[src/rtl/clk_step_ctrl.sv]
// Clock-enable controller for the processor core: fast/slow run, debounced single-step and halt,
// plus the legacy free-running divclock/depclock square waves, heartbeat LEDs and tick counter.
module clk_step_ctrl #(
    parameter int FAST_DIV   = 64,
    parameter int SLOW_DIV   = 65536,
    parameter int DEB_CYCLES = 500000,
    parameter int HB_W       = 28,
    parameter int LED_W      = 4,
    parameter int TC_W       = 32
) (
    input  logic              CLOCK_50,
    input  logic              reset,
    input  logic [1:0]        mode,
    input  logic              step_btn,
    output logic              tick,
    output logic              divclock,
    output logic              depclock,
    output logic [LED_W-1:0]  LEDR,
    output logic [TC_W-1:0]   tick_count,
    output logic [1:0]        mode_q
);

    localparam logic [1:0] MODE_FAST = 2'b00;
    localparam logic [1:0] MODE_STEP = 2'b10;

    localparam int MAX_DIV = (FAST_DIV > SLOW_DIV) ? FAST_DIV : SLOW_DIV;
    localparam int RW      = $clog2(MAX_DIV);
    localparam int FW      = $clog2(FAST_DIV);
    localparam int SW      = $clog2(SLOW_DIV);
    localparam int DW      = $clog2(DEB_CYCLES + 1);

    localparam logic [RW-1:0] RATE_FAST_LAST = RW'(FAST_DIV - 1);
    localparam logic [RW-1:0] RATE_SLOW_LAST = RW'(SLOW_DIV - 1);
    localparam logic [FW-1:0] DIV_LAST       = FW'(FAST_DIV - 1);
    localparam logic [FW-1:0] DIV_HALF       = FW'(FAST_DIV / 2);
    localparam logic [SW-1:0] DEP_LAST       = SW'(SLOW_DIV - 1);
    localparam logic [SW-1:0] DEP_HALF       = SW'(SLOW_DIV / 2);
    localparam logic [DW-1:0] DEB_LAST       = DW'(DEB_CYCLES - 1);

    logic [1:0]      mode_s1;
    logic [1:0]      mode_prev;
    logic            mode_chg;
    logic            run_mode;
    logic            run_wrap;
    logic [RW-1:0]   rate_cnt;
    logic [RW-1:0]   rate_last;
    logic [RW-1:0]   rate_nxt;

    logic            btn_s1;
    logic            btn_s2;
    logic [DW-1:0]   deb_cnt;
    logic            deb_level;
    logic            deb_prev;
    logic            step_rise;
    logic            step_tick;
    logic            tick_nxt;

    logic [FW-1:0]   div_cnt;
    logic [FW-1:0]   div_nxt;
    logic [SW-1:0]   dep_cnt;
    logic [SW-1:0]   dep_nxt;
    logic [HB_W-1:0] hb_cnt;

    // A mode change restarts the period from zero so the core never sees a short tick interval.
    always_comb begin
        mode_chg  = (mode_q != mode_prev);
        run_mode  = ~mode_q[1];
        rate_last = (mode_q == MODE_FAST) ? RATE_FAST_LAST : RATE_SLOW_LAST;
        run_wrap  = run_mode & ~mode_chg & (rate_cnt == rate_last);

        rate_nxt = rate_cnt + RW'(1);
        if (~run_mode || mode_chg || (rate_cnt == rate_last)) begin
            rate_nxt = '0;
        end

        step_rise = deb_level & ~deb_prev;
        step_tick = step_rise & (mode_q == MODE_STEP);
        tick_nxt  = (run_wrap | step_tick) & ~tick;

        div_nxt = (div_cnt == DIV_LAST) ? '0 : div_cnt + FW'(1);
        dep_nxt = (dep_cnt == DEP_LAST) ? '0 : dep_cnt + SW'(1);
    end

    always_ff @(posedge CLOCK_50 or posedge reset) begin
        if (reset) begin
            mode_s1    <= '0;
            mode_q     <= '0;
            mode_prev  <= '0;
            rate_cnt   <= '0;
            tick       <= 1'b0;
            tick_count <= '0;
        end else begin
            mode_s1   <= mode;
            mode_q    <= mode_s1;
            mode_prev <= mode_q;
            rate_cnt  <= rate_nxt;
            tick      <= tick_nxt;
            if (tick_nxt) begin
                tick_count <= tick_count + TC_W'(1);
            end
        end
    end

    // Debouncer: level is accepted only after DEB_CYCLES consecutive cycles of disagreement.
    always_ff @(posedge CLOCK_50 or posedge reset) begin
        if (reset) begin
            btn_s1    <= 1'b0;
            btn_s2    <= 1'b0;
            deb_cnt   <= '0;
            deb_level <= 1'b0;
            deb_prev  <= 1'b0;
        end else begin
            btn_s1   <= step_btn;
            btn_s2   <= btn_s1;
            deb_prev <= deb_level;
            if (btn_s2 == deb_level) begin
                deb_cnt <= '0;
            end else if (deb_cnt == DEB_LAST) begin
                deb_level <= btn_s2;
                deb_cnt   <= '0;
            end else begin
                deb_cnt <= deb_cnt + DW'(1);
            end
        end
    end

    always_ff @(posedge CLOCK_50 or posedge reset) begin
        if (reset) begin
            div_cnt  <= '0;
            dep_cnt  <= '0;
            divclock <= 1'b0;
            depclock <= 1'b0;
            hb_cnt   <= '0;
        end else begin
            div_cnt  <= div_nxt;
            dep_cnt  <= dep_nxt;
            divclock <= (div_nxt >= DIV_HALF);
            depclock <= (dep_nxt >= DEP_HALF);
            hb_cnt   <= hb_cnt + HB_W'(1);
        end
    end

    assign LEDR = hb_cnt[HB_W-1 -: LED_W];

endmodule

[config.mk]
export PLATFORM = sky130hd
export DESIGN_NAME = clk_step_ctrl
export DESIGN_NICKNAME = d
export VERILOG_FILES = /design/src/rtl/clk_step_ctrl.sv
export SDC_FILE = /design/constraint.sdc
export NUM_CORES = 1
export LEC_CHECK = 0
export BUFFER_PORTS_ARGS = -buffer_cell sky130_fd_sc_hd__buf_2
export CORE_ASPECT_RATIO = 1.2
export CORE_MARGIN = 2
export CORE_UTILIZATION = 44
export CTS_BUF_LIST = sky130_fd_sc_hd__clkbuf_4 sky130_fd_sc_hd__clkbuf_8
export DETAILED_ROUTE_END_ITERATION = 6
export GPL_ROUTABILITY_DRIVEN = 0
export PLACE_DENSITY = 0.61
export SLEW_MARGIN = 20
export SYNTH_ARGS = -nofsm -noshare
export SYNTH_HDL_FRONTEND = slang
export SYNTH_SLANG_ARGS = --single-unit
export TNS_END_PERCENT = 30
[constraint.sdc]
create_clock -name CLOCK_50 -period 6.1 [get_ports CLOCK_50]
set_input_delay 0.915 -clock CLOCK_50 [delete_from_list [all_inputs] [get_ports CLOCK_50]]
set_output_delay 0.915 -clock CLOCK_50 [all_outputs]
set_load 0.005 [all_outputs]
==> run summary <==
commonest non-fill, non-tap cells in the layout = dfrtp_1, nor2_1, xor2_1
vias in the first global route = 4049
Via density = 5.21
cell count after synthesis = 521
Synth Cell Area = 5810 um^2
First-pass DRT Iterations = 4
I/O pin count = 46
crit path max fanout = 12
worst skew pair latency = 440 ps
DIE AREA = 14100 um^2
total wire length = 10700 um
Post-Place Cell Area = 6160 um^2
Clock transition at path regs = 80 ps
chip width = 109 um
first-pass GRT wire length = 18900 um
leakage power = 0.00318 uW
largest net degree at the start of global routing = 71
htree depth = 4
filler cell count = 1163
DR iter-0 viols = 165
row cnt = 46
top cells by area, synth = dfrtp_1, xor2_1, xnor2_1, nor2_1, nand3_1
Setup crit end kind = flip-flop
clk root buf = clkbuf_8
Yosys warning count = 0
ys async rst share = 1.00
path category of the worst min-delay check = reg2reg
WHS = 351 ps
Initial Util = 0.445
sequential fraction of the synthesis area = 0.556
total number of vias = 3924
Tcrit/Tclk final = 0.393
PortBufs = 45
layout cells sized above 1 = 0.166
worst setup margin = 3700 ps
commonest non-fill, non-tap cell in the layout = dfrtp_1
skew final = 10.5 ps
Fin Setup TNS = 0 ps
Rel. slew slack = 0.436
Synth area leader = dfrtp_1
EDFF count, synth = 0
PwrDens = 257 nW/um^2
Synth top area share = 0.556
Final ANT Viol Nets = 0
fmax = 417 MHz
dpl hpwl = 7220 um
Avg Cell Area, Syn = 11.2 um^2
DRC Markers = 0
Netlist cell types = 40
Place WS = 3590 ps
RSZ-0062 raised after global routing = false
routed length per instance = 14.2 um
Setup Crit Path Kind = reg2reg
initial antenna violation count = 0
hold buffer count at cts = 0
Worst-Margin Slew = 844 ps
Critical Path AT = 2760 ps
final worst path period need = 2400 ps
Max Buffers Root-to-Sink = 2
fin. max-slew vios = 0
number of max-cap violations = 0
TritonCTS clock tree = done
nets@finish = 583
r2r startpoint = tick_count[2]
Main synth FF type = dfrtp_1
Num CTS Buffers = 17
Worst VDD drop = 0.120 mV
Die Span Y = 130 um
Hold Crit Start = mode_s1[1]
CP startpoint = tick_count[2]
final instance area = 6610 um^2
core region area = 13100 um^2
Syn-to-layout area delta = 13.7%
Ant. Diodes = 0
Worst Setup Start Kind = flip-flop
GRT overflow = 0
outcome = completed
Req. time, crit path = 6460 ps
synthesized netlist net count = 532
Setup-failing EPs final = 0
final hold vios = 0
Post-CTS Setup Bufs = 0
FF+latch count, synth = 129
CTS-repair resized insts = 0
Tot GR Track Use = 0.170
clock sink count = 129
kinds of logic after synthesis:
logic type      count (synthesis)  share of synthesized area
xor+xnor                      103                      0.155
flops                         129                      0.556
fa+ha+maj                       6                     0.0129
buf+inv                        25                     0.0241
mux                             1                    0.00194
compound gates                 13                     0.0144
simple gates                  244                      0.236
per-layer routing:
layer  track usage  wire (um)  vias to the layer above  part of all wire
li1              -          -                     1883                 -
met1         0.213       4760                     1965              0.44
met2         0.272       5350                       55              0.50
met3        0.0475        366                       21             0.034
met4        0.0822        223                        0             0.021
met5             0          0                        -                 0
final timing paths:
kind | endpoint | slack [ps] | depth (start not counted)
min in group asynchronous | hb_cnt[25] | 630 | 2
worst min-delay path | mode_q[1] | 350 | 0
worst max register to register | tick_count[25] | 3700 | 5
max in group asynchronous | deb_cnt[3] | 4160 | 3
worst min register to register | mode_q[1] | 350 | 0
worst max-delay path | tick_count[25] | 3700 | 5
report_power, final:
| group | switching (uW) | total, uW | internal [uW] |
|---|---|---|---|
| Combinational | 23.1 | 28.3 | 5.27 |
| Sequential | 3.69 | 863 | 860 |
| Clock | 337 | 803 | 467 |
metrics by stage:
stage,total power [uW],utilization,cells
after floorplan,900,-,521
after global placement,909,0.471,721
after detailed placement,910,0.471,721
after CTS,1720,0.506,753
after global routing,1770,0.506,753
final,1700,0.506,753
worst max-delay path, stage by stage (launching register included):
cell,delay (ps)
dfrtp_1,420
and3_1,220
nand4_1,680
or3_1,630
nor3_1,200
xor2_1,170
state kept, by name, summed over array words and instances, names as in the netlist:
signal,count
btn_s1,1
btn_s2,1
deb_cnt,19
deb_level,1
deb_prev,1
dep_cnt,16
depclock,1
div_cnt,6
hb_cnt,28
mode_prev,2
mode_q,2
mode_s1,2
rate_cnt,16
tick,1
tick_count,32
cell type report:
class,count,area [um^2],area share
sequential,129,3230,0.489
multi-input combinational,367,2440,0.370
clock buffer,19,262,0.0396
timing repair buffer,47,240,0.0364
tap,168,210,0.0318
clock inverter,13,185,0.0280
inverter,10,40.0,0.00606
synthesized netlist by cell type (4+ instances only):
cell type,number
nor3_1,10
inv_1,9
nand4_1,19
nor4_4,4
nor2_1,65
nor4_2,7
and3_1,17
nor4_1,4
xnor2_1,46
dfrtp_1,129
clkbuf_1,7
nor4b_1,7
ha_1,6
nand2_1,46
o21ai_0,7
or3_1,4
and4_1,7
nand3_1,42
xor2_1,57
buf_4,4
(Power assumes the default switching activity.)
